==> src/rtl/dmem_pkg.sv <==
// dmem_pkg: shared constants, types and block arithmetic for the 7x16 data memory
package dmem_pkg;
  localparam int NUM_BLOCKS  = 7;
  localparam int BLOCK_WORDS = 16;
  localparam int ADDR_W      = 7;
  localparam int DATA_W      = 16;
  typedef logic [2:0] blk_t;
  typedef enum logic [1:0] {IDLE, WRITE, FIN} state_t;
  function automatic blk_t next_block_mod7(input blk_t b);
    return (b == blk_t'(NUM_BLOCKS - 1)) ? '0 : blk_t'(b + 3'd1);
  endfunction
endpackage

==> src/rtl/dmem_wr_addr_gen_if.sv <==
// dmem_wr_addr_gen_if: stream input, dmem write port and frame status of the write generator
interface dmem_wr_addr_gen_if;
  import dmem_pkg::*;
  logic              start;
  blk_t              start_block;
  logic              in_valid;
  logic [DATA_W-1:0] in_data;
  logic              in_ready;
  logic              dmem_we;
  logic [ADDR_W-1:0] dmem_addr;
  logic [DATA_W-1:0] dmem_wdata;
  logic              busy;
  logic              block_done;
  blk_t              blk_idx;
  logic              frame_done;
  modport slave (
    input  start, start_block, in_valid, in_data,
    output in_ready, dmem_we, dmem_addr, dmem_wdata, busy, block_done, blk_idx, frame_done
  );
  modport master (
    output start, start_block, in_valid, in_data,
    input  in_ready, dmem_we, dmem_addr, dmem_wdata, busy, block_done, blk_idx, frame_done
  );
endinterface

==> src/rtl/dmem_blk_ctr.sv <==
// dmem_blk_ctr: mod-7 block counter with load (7 folds to 0) and increment
module dmem_blk_ctr
  import dmem_pkg::*;
(
  input  logic clk,
  input  logic rst,
  input  logic load_i,
  input  logic inc_i,
  input  blk_t load_val_i,
  output blk_t blk_o
);
  blk_t blk_q, blk_d;
  // load has priority; an out-of-range start block restarts at block 0
  always_comb blk_d = load_i ? ((load_val_i == blk_t'(NUM_BLOCKS)) ? '0 : load_val_i)
                    : inc_i  ? next_block_mod7(blk_q) : blk_q;
  // block register
  always_ff @(posedge clk)
    if (rst) blk_q <= '0;
    else blk_q <= blk_d;
  assign blk_o = blk_q;
endmodule

==> src/rtl/dmem_wr_addr_gen.sv <==
// dmem_wr_addr_gen: fills dmem block by block from a valid/ready stream, one frame = 112 words
module dmem_wr_addr_gen
  import dmem_pkg::*;
(
  input logic clk,
  input logic rst,
  dmem_wr_addr_gen_if.slave bus
);
  state_t            state_q, state_d;
  logic [3:0]        off_q, off_d;
  blk_t              bw_q, bw_d;
  blk_t              cur_blk;
  logic              ld, in_ready, acc, blk_end;
  logic              we_q, bd_q;
  logic [ADDR_W-1:0] addr_q;
  logic [DATA_W-1:0] wdata_q;
  blk_t              bidx_q;
  // handshake, offset and block bookkeeping; WRITE stays one extra cycle after the
  // last acceptance so that FIN (frame_done) lands the cycle after the last write
  always_comb begin
    ld       = (state_q == IDLE) && bus.start;
    in_ready = !rst && (state_q == WRITE) && (bw_q != blk_t'(NUM_BLOCKS));
    acc      = bus.in_valid && in_ready;
    blk_end  = acc && (off_q == 4'(BLOCK_WORDS - 1));
    off_d    = ld ? '0 : acc ? off_q + 4'd1 : off_q;
    bw_d     = ld ? '0 : blk_end ? bw_q + 3'd1 : bw_q;
    state_d  = (state_q == IDLE)  ? (ld ? WRITE : IDLE)
             : (state_q == WRITE) ? ((bw_q == blk_t'(NUM_BLOCKS)) ? FIN : WRITE)
             : IDLE;
  end
  // state and registered dmem write port
  always_ff @(posedge clk)
    if (rst) begin
      state_q <= IDLE;
      off_q   <= '0;
      bw_q    <= '0;
      we_q    <= 1'b0;
      bd_q    <= 1'b0;
      addr_q  <= '0;
      wdata_q <= '0;
      bidx_q  <= '0;
    end else begin
      state_q <= state_d;
      off_q   <= off_d;
      bw_q    <= bw_d;
      we_q    <= acc;
      bd_q    <= blk_end;
      if (acc) begin
        addr_q  <= {cur_blk, off_q};
        wdata_q <= bus.in_data;
        bidx_q  <= cur_blk;
      end
    end
  dmem_blk_ctr u_blk_ctr (
    .clk       (clk),
    .rst       (rst),
    .load_i    (ld),
    .inc_i     (blk_end),
    .load_val_i(bus.start_block),
    .blk_o     (cur_blk)
  );
  assign bus.in_ready   = in_ready;
  assign bus.busy       = !rst && (state_q != IDLE);
  assign bus.frame_done = !rst && (state_q == FIN);
  assign bus.dmem_we    = we_q;
  assign bus.dmem_addr  = addr_q;
  assign bus.dmem_wdata = wdata_q;
  assign bus.block_done = bd_q;
  assign bus.blk_idx    = bidx_q;
endmodule

==> src/flat_wrapper.sv <==
// flat-port wrapper written by rule: the top's interface ports become plain ports
module dmem_wr_addr_gen_flat import dmem_pkg::*;
  (clk, rst, bus_start, bus_start_block, bus_in_valid, bus_in_data, bus_in_ready, bus_dmem_we, bus_dmem_addr, bus_dmem_wdata, bus_busy, bus_block_done, bus_blk_idx, bus_frame_done);
  dmem_wr_addr_gen_if bus_i ();
  input logic clk;
  input logic rst;
  input wire logic [$bits(bus_i.start)-1:0] bus_start;
  input wire logic [$bits(bus_i.start_block)-1:0] bus_start_block;
  input wire logic [$bits(bus_i.in_valid)-1:0] bus_in_valid;
  input wire logic [$bits(bus_i.in_data)-1:0] bus_in_data;
  output wire logic [$bits(bus_i.in_ready)-1:0] bus_in_ready;
  output wire logic [$bits(bus_i.dmem_we)-1:0] bus_dmem_we;
  output wire logic [$bits(bus_i.dmem_addr)-1:0] bus_dmem_addr;
  output wire logic [$bits(bus_i.dmem_wdata)-1:0] bus_dmem_wdata;
  output wire logic [$bits(bus_i.busy)-1:0] bus_busy;
  output wire logic [$bits(bus_i.block_done)-1:0] bus_block_done;
  output wire logic [$bits(bus_i.blk_idx)-1:0] bus_blk_idx;
  output wire logic [$bits(bus_i.frame_done)-1:0] bus_frame_done;
  assign bus_i.start = bus_start;
  assign bus_i.start_block = bus_start_block;
  assign bus_i.in_valid = bus_in_valid;
  assign bus_i.in_data = bus_in_data;
  assign bus_in_ready = bus_i.in_ready;
  assign bus_dmem_we = bus_i.dmem_we;
  assign bus_dmem_addr = bus_i.dmem_addr;
  assign bus_dmem_wdata = bus_i.dmem_wdata;
  assign bus_busy = bus_i.busy;
  assign bus_block_done = bus_i.block_done;
  assign bus_blk_idx = bus_i.blk_idx;
  assign bus_frame_done = bus_i.frame_done;
  dmem_wr_addr_gen u_core (.clk(clk), .rst(rst), .bus(bus_i));
endmodule
==> config.mk <==
export PLATFORM = sky130hd
export DESIGN_NAME = dmem_wr_addr_gen_flat
export DESIGN_NICKNAME = d
export VERILOG_FILES = /design/src/rtl/dmem_pkg.sv /design/src/rtl/dmem_wr_addr_gen_if.sv /design/src/rtl/dmem_blk_ctr.sv /design/src/rtl/dmem_wr_addr_gen.sv /design/src/flat_wrapper.sv
export SDC_FILE = /design/constraint.sdc
export NUM_CORES = 1
export LEC_CHECK = 0
export ABC_AREA = 1
export BUFFER_PORTS_ARGS = -buffer_cell sky130_fd_sc_hd__buf_4
export CAP_MARGIN = 20
export CELL_PAD_IN_SITES_DETAIL_PLACEMENT = 1
export CELL_PAD_IN_SITES_GLOBAL_PLACEMENT = 2
export CORE_MARGIN = 8
export CORE_UTILIZATION = 29
export CTS_CLUSTER_SIZE = 25
export DETAILED_ROUTE_END_ITERATION = 10
export GPL_TIMING_DRIVEN = 0
export HOLD_SLACK_MARGIN = 0.06
export PLACE_DENSITY = 0.78
export SLEW_MARGIN = 40
export SYNTH_ARGS = -nofsm -noshare
export SYNTH_HDL_FRONTEND = slang
export SYNTH_SLANG_ARGS = --single-unit
export TNS_END_PERCENT = 50
==> constraint.sdc <==
create_clock -name clk -period 3.35 [get_ports clk]
set_input_delay 0.5025 -clock clk [delete_from_list [all_inputs] [get_ports clk]]
set_output_delay 0.5025 -clock clk [all_outputs]
set_load 0.05 [all_outputs]
==> metrics.csv, run 1 <==
stage,metric,value,unit
pwr,Sw Share,28.69,%
floorplanning,Core Footprint,5439,um2
clock_tree,H-tree depth,2,
grt,largest net degree at the start of global routing,12,
synth,Mapped Cells,203,
pwr,Clock power frac,33.4,%
floorplanning,Rows,27,
finish,# nets final,288,
drt,Via density,4.439,
timing,fmax,516.2,MHz
run_status,status,completed,
flow_run,max cap viols,0,
drt,antenna violation net count after detailed routing,0,
critical_path,CP endpoint kind,output port,
timing,Final Hold Fails,0,
clock_tree,worst-case clock buffer depth,2,
timing,post-route minimum period,1.937,ns
finish,ant diodes,0,
pwr,P_sw,262.0,uW
pwr,Internal,651.1,uW
timing,setup slack after layout,1.413,ns
critical_path,Worst Path Required,2.85,ns
synth,Mapped Area,1605,um2
placement,DP Wirelength,3.341,mm
critical_path,CP bufs+invs,1,
timing,Setup TNS,0,ns
clock_tree,# clock sinks,37,
placement,GPL Wtd Cong,0.7374,
critical_path,critical path's slowest cell,dfxtp_1,
pwr,combinational share of power,16.0,%
critical_path,Critical Path Fanout Max,3,
timing,max-slew violations,0,
critical_path,Setup crit start kind,flop,
min_path,hold crit path type,primary input to flop,
critical_path,kind of cell adding the most delay to the critical path,adder cells,
grt,Overflow after GRT,0,
drt,final WL,4.335,mm
timing,Slew headroom,58.14,%
timing,RSZ-0062 raised after global routing,false,
drt,WL/cell,12.94,um
clock_tree,# resized after CTS,0,
synth,Synthesized Nets,229,
synth,"Avg Cell Area, Syn",7.908,um2
clock_tree,clk root buf,clkbuf_8,
floorplanning,chip width,90.40,um
finish,layout cell share with drive strength beyond 1,36.88,%
floorplanning,Die Y,90.40,um
critical_path,cell mode on critical path,ha_1,
clock_tree,cts bufs inserted,5,
synth,yosys warns,0,
timing,WHS,0.4356,ns
finish,"commonest cells after routing, fill and taps aside","nand2_1 (58), buf_4 (56), dfxtp_1 (37)",
placement,Port-buffer cells,52,
timing,period utilization,57.83,%
drt,DRC errors left,0,
drt,via count,1487,
clock_tree,clock slew at reported path FFs,0.07,ns
drt,DRT iter0 DRCs,57,
synth,#FFs+latches synth,37,
clock_tree,postcts setup bufs,0,
synth,register area share after synthesis,46.14,%
finish,"commonest non-fill, non-tap cell in the layout",nand2_1,
floorplanning,I/O pins,54,
pwr,maximum VDD drop,0.1417,mV
grt,Total GRT Usage,11.14,%
pwr,Pwr per Cell Area,421.1,nW/um2
critical_path,Setup CP Type,flop to output port,
grt,initial antenna violation count,0,
finish,fillers,677,
critical_path,WP data arrival,1.43,ns
timing,Fin Clk Skew,0.01128,ns
placement,worst slack at placement,1.414,ns
clock_tree,CTS tree,done,
synth,Synth cell types,22,
clock_tree,Worst-Skew Late Latency,0.29,ns
finish,Area Overhead vs Synth,35.07,%
pwr,Seq pwr share,50.6,%
grt,first-pass GRT wire length,7.486,mm
floorplanning,starting density of the core,29.51,%
timing,Worst-Margin Slew,0.6279,ns
timing,setup violators final,0,
clock_tree,hold buffers post-CTS,0,
drt,First-pass DRT Iterations,4,
pwr,P_leak,0.0009180,uW
grt,number of global-route vias before repair,1487,
floorplanning,Die Area,8172,um2
critical_path,max incr delay on CP,0.33,ns
critical_path,critical path cell sequence,ha_1 -> ha_1 -> nor2_2 -> buf_4,
## registers in the layout (all words and copies together), names as in the netlist
register,flops
u_core.bw_q,3
u_core.bus.blk_idx,3
u_core.state_q,2
u_core.bus.dmem_wdata,16
u_core.bus.dmem_addr,4
u_core.off_q,4
u_core.u_blk_ctr.blk_o,3
u_core.bus.dmem_we,1
u_core.bus.block_done,1
## layout make-up
type | count | area, um2 | area share [%]
plain buffers | 12 | 90.09 | 4.155
repair buffers | 52 | 390.4 | 18.00
clock buffers | 6 | 72.57 | 3.347
multi-input cells | 142 | 724.4 | 33.41
inverters | 12 | 50.05 | 2.308
flip-flops and latches | 37 | 740.7 | 34.16
well taps | 72 | 90.09 | 4.155
clock inverters | 2 | 10.01 | 0.4616
## cells by family (layout without fill, tap and decap cells)
kind of cell | after synthesis | in the layout | synth area share, %
XOR/XNOR | 1 | 1 | 0.5457
AO/OA/AOI/OAI | 35 | 35 | 13.25
buffers and inverters | 24 | 84 | 8.729
adder cells (fa/ha/maj) | 3 | 3 | 2.339
AND/OR/NAND/NOR | 103 | 103 | 28.99
flip-flops | 37 | 37 | 46.14
## metal layers
layer / track usage (%) / up-vias / share of wire [%]
met5: 0 / - / 0
met4: 5.409 / 0 / 2.0
met3: 3.408 / 6 / 4.9
met2: 17.91 / 38 / 45
met1: 13.16 / 677 / 48
li1: - / 766 / -
## synth_stat cells
cell type	count	share of area, %
nor2_4	2	1.4
buf_6	2	1.4
xor2_1	1	0.55
clkbuf_1	2	0.47
buf_8	1	0.94
clkinv_4	1	0.55
nor2_1	13	3.0
nor2_2	1	0.39
buf_4	4	1.9
nor3_1	1	0.31
ha_1	3	2.3
nand2_2	13	5.1
nand4_1	1	0.39
a21oi_2	10	5.5
o21ai_0	4	1.2
nand3_1	13	4.1
dfxtp_1	37	46
inv_1	11	2.6
a21oi_1	21	6.5
nand4_2	1	0.78
nand2_1	58	14
buf_2	3	0.94
## power by group through the flow
stage	Sequential [uW]	Clock (uW)	Combinational, uW
2_1_floorplan	495	0	71.1
3_3_place_gp	472	0	148
3_5_place_dp	473	0	148
4_1_cts	462	320	149
5_1_grt	465	337	160
6_report	462	305	146
## worst paths after layout
check	cells past startpoint	end	slack, ns	start
max	4	bus_in_ready	1.41	u_core.bw_q[0]$_SDFFE_PP0P_
min	2	u_core.bus.dmem_addr[3]$_SDFFE_PP0P_	0.44	rst
max reg2reg	7	u_core.bus.dmem_wdata[14]$_SDFFE_PP0P_	1.76	u_core.bw_q[0]$_SDFFE_PP0P_
min reg2reg	2	u_core.bus.dmem_wdata[4]$_SDFFE_PP0P_	0.47	u_core.bus.dmem_wdata[4]$_SDFFE_PP0P_
## through the flow
stage	util, %	instances	power, uW	area (um2)
after global placement	38.35	327	620.5	2086
after floorplan	-	203	566.3	1605
after CTS	39.87	335	931.4	2168
after detailed placement	38.35	327	621.1	2086
after global routing	39.87	335	962.5	2168
final	39.87	335	913.0	2168
No activity file was read; power rests on OpenSTA's default activity.
==> run 2, diff against run 1 <==
--- a/config.mk
+++ b/config.mk
@@ -5,18 +5,18 @@
 export SDC_FILE = /design/constraint.sdc
 export NUM_CORES = 1
 export LEC_CHECK = 0
-export ABC_AREA = 1
+export ABC_AREA = 0
 export BUFFER_PORTS_ARGS = -buffer_cell sky130_fd_sc_hd__buf_4
 export CAP_MARGIN = 20
 export CELL_PAD_IN_SITES_DETAIL_PLACEMENT = 1
 export CELL_PAD_IN_SITES_GLOBAL_PLACEMENT = 2
 export CORE_MARGIN = 8
-export CORE_UTILIZATION = 29
+export CORE_UTILIZATION = 27
 export CTS_CLUSTER_SIZE = 25
 export DETAILED_ROUTE_END_ITERATION = 10
 export GPL_TIMING_DRIVEN = 0
 export HOLD_SLACK_MARGIN = 0.06
-export PLACE_DENSITY = 0.78
+export PLACE_DENSITY = 0.74
 export SLEW_MARGIN = 40
 export SYNTH_ARGS = -nofsm -noshare
 export SYNTH_HDL_FRONTEND = slang
==> constraint.sdc (replaced) <==
create_clock -name clk -period 1.9 [get_ports clk]
set_input_delay 0.285 -clock clk [delete_from_list [all_inputs] [get_ports clk]]
set_output_delay 0.285 -clock clk [all_outputs]
set_load 0.05 [all_outputs]
==> metrics.csv, run 2 <==
stage,metric,value,unit
placement,placed cells,294,
finish,ant diodes,0,
synth,Mapped Cells,171,
clock_tree,clk root buf,clkbuf_8,
critical_path,critical path cell sequence,ha_4 -> ha_4 -> nor4b_4 -> buf_4 -> buf_6,
timing,post-route minimum period,1.814,ns
finish,"commonest non-fill, non-tap cell in the layout",buf_4,
clock_tree,cts bufs inserted,5,
drt,WL/cell,14.05,um
grt,number of global-route vias before repair,1371,
timing,Worst-Margin Slew,0.4923,ns
finish,layout cell share with drive strength beyond 1,35.32,%
finish,Final Instance Area,2113,um2
finish,Final Instance Count excl. Fillers,305,
floorplanning,Die Area,7983,um2
finish,number of flip-flops in the largest register,16,
finish,"commonest cells after routing, fill and taps aside","buf_4 (58), nand2_1 (55), dfxtp_1 (35)",
floorplanning,I/O pins,54,
grt,first-pass GRT wire length,6.644,mm
critical_path,CP endpoint kind,output port,
pwr,P_leak,0.0009015,uW
synth,"EDFF count, synth",0,
critical_path,WP data arrival,1.53,ns
critical_path,critical path's slowest cell,dfxtp_2,
grt,Overflow after GRT,0,
floorplanning,Core Footprint,5140,um2
critical_path,Setup crit start kind,flop,
timing,period utilization,95.49,%
floorplanning,Die Y,89.35,um
drt,antenna violation net count after detailed routing,0,
critical_path,Worst Path Required,1.62,ns
timing,setup violators final,0,
finish,# nets final,260,
timing,fmax,551.2,MHz
timing,max-slew violations,0,
synth,"top cells by area, synth","dfxtp_1 (51%), nand2_1 (14%), a21oi_1 (9.6%), ha_1 (2.6%), xor2_1 (1.8%)",
floorplanning,Rows,26,
grt,largest net degree at the start of global routing,12,
drt,Via density,4.403,
flow_run,max cap viols,0,
drt,final WL,4.284,mm
timing,Final Hold Fails,0,
synth,Mapped Area,1453,um2
finish,Multi-input gate area,666.9,um2
timing,RSZ-0062 raised after global routing,false,
drt,DRT iter0 DRCs,38,
synth,register area share after synthesis,50.99,%
synth,"area leader, netlist",dfxtp_1,
clock_tree,CTS tree,done,
placement,GPL Wtd Cong,0.7428,
grt,initial antenna violation count,0,
floorplanning,starting density of the core,28.26,%
timing,Fin Clk Skew,0.004823,ns
finish,Area Overhead vs Synth,45.48,%
synth,Synth cell types,31,
min_path,hold crit path type,primary input to flop,
placement,DP Wirelength,3.284,mm
grt,Total GRT Usage,11.02,%
floorplanning,chip width,89.35,um
timing,Slew headroom,67.16,%
clock_tree,worst-case clock buffer depth,2,
synth,synth cell count leaders,"nand2_1 (55), dfxtp_1 (37), a21oi_1 (28)",
run_status,status,completed,
placement,Port-buffer cells,53,
finish,Seq. cell area,743.2,um2
pwr,Pwr per Cell Area,773.3,nW/um2
finish,fillers,659,
synth,Synthesized Nets,197,
finish,Util after Layout,41.11,%
synth,Synth async-reset ratio,0,%
drt,DRC errors left,0,
synth,yosys warns,0,
synth,Synth top area share,50.99,%
timing,WHS,0.2318,ns
critical_path,Setup CP Type,flop to output port,
synth,#FFs+latches synth,37,
clock_tree,Worst-Skew Late Latency,0.29,ns
pwr,total power,1634,uW
pwr,maximum VDD drop,0.2685,mV
placement,Placed Area,1977,um2
clock_tree,clock slew at reported path FFs,0.07,ns
clock_tree,# clock sinks,37,
critical_path,cell mode on critical path,ha_4,
clock_tree,H-tree depth,2,
synth,ys flop type,dfxtp_1,
drt,via count,1343,
synth,"count leader, synth",nand2_1,
drt,First-pass DRT Iterations,4,
synth,"Avg Cell Area, Syn",8.495,um2
critical_path,Critical Path Fanout Max,6,
critical_path,max incr delay on CP,0.34,ns
[run 2: changes by cell type after synthesis, sizes merged, moves of 2 or more]
cell / change
a21oi: -3
nor2: -10
o21ai: -2
mux2i: +2
clkbuf: +2
xor2: +2
buf: -3
nand3: -8
and2: +3
nand2: -15
inv: -11
[run 2: layout make-up]
cell class                      instances  share of cell area, %
Buffer                                 11                  3.848
Tap cell                               70                  4.144
Sequential cell                        37                  35.17
Inverter                                1                 0.4144
Timing Repair Buffer                   56                  20.07
Clock buffer                            7                  4.559
Multi-Input combinational cell        122                  31.56
Clock inverter                          1                 0.2368
[run 2: report_power, final]
group	internal, uW	switching, uW	total, uW
combinational	85.1	125	210
clock	328	286	614
sequential	794	16.4	811
total	1210	427	1630
[run 2: critical path: cells and delay by family, from the launching register on]
family | cells | cell delay, ns
DFF | 1 | 0.34
buffers and inverters | 2 | 0.34
adders and majority gates | 2 | 0.32
and+or+nand+nor | 1 | 0.23
[run 2: metrics by stage]
step	setup WS [ns]	TNS [ns]
after CTS	0.03539	0
after global routing	0.0003888	0
after global placement	0.01065	0
after floorplan	-0.2533	-6.261
final	0.08562	0
after detailed placement	-0.04007	-0.2860
[run 2: worst paths after layout]
kind,start,to,slack [ns],depth (start not counted)
max,u_core.bw_q[0]$_SDFFE_PP0P_,bus_in_ready,0.09,5
max reg2reg,u_core.bw_q[0]$_SDFFE_PP0P_,u_core.bus.dmem_wdata[6]$_SDFFE_PP0P_,0.15,9
min,bus_start_block[2],u_core.u_blk_ctr.blk_o[2]$_SDFFE_PP0P_,0.23,3
min reg2reg,u_core.bus.dmem_wdata[0]$_SDFFE_PP0P_,u_core.bus.dmem_wdata[0]$_SDFFE_PP0P_,0.46,2
[run 2: cells by family (layout without fill, tap and decap cells)]
kind of cell | Yosys count | after routing | share of synthesized area [%]
flops | 37 | 37 | 50.99
compound gates | 33 | 33 | 12.40
simple gates | 80 | 80 | 25.15
buf+inv | 12 | 76 | 5.080
mux | 2 | 2 | 1.378
fa+ha+maj | 3 | 3 | 2.584
xor+xnor | 4 | 4 | 2.412
[run 2: routing by layer]
metal	GRT usage, %	wire length [um]
met2	18.52	2019
met4	4.532	75
met5	0	0
met1	11.88	1857
met3	4.688	331
[run 2: repair_timing]
action / in CTS / in global routing
endpoints found under the setup margin: 20 / 6
gates resized for setup: 0 / 4
hold buffers: 0 / 0
setup buffers: 3 / 0
pin swaps: 1 / 0
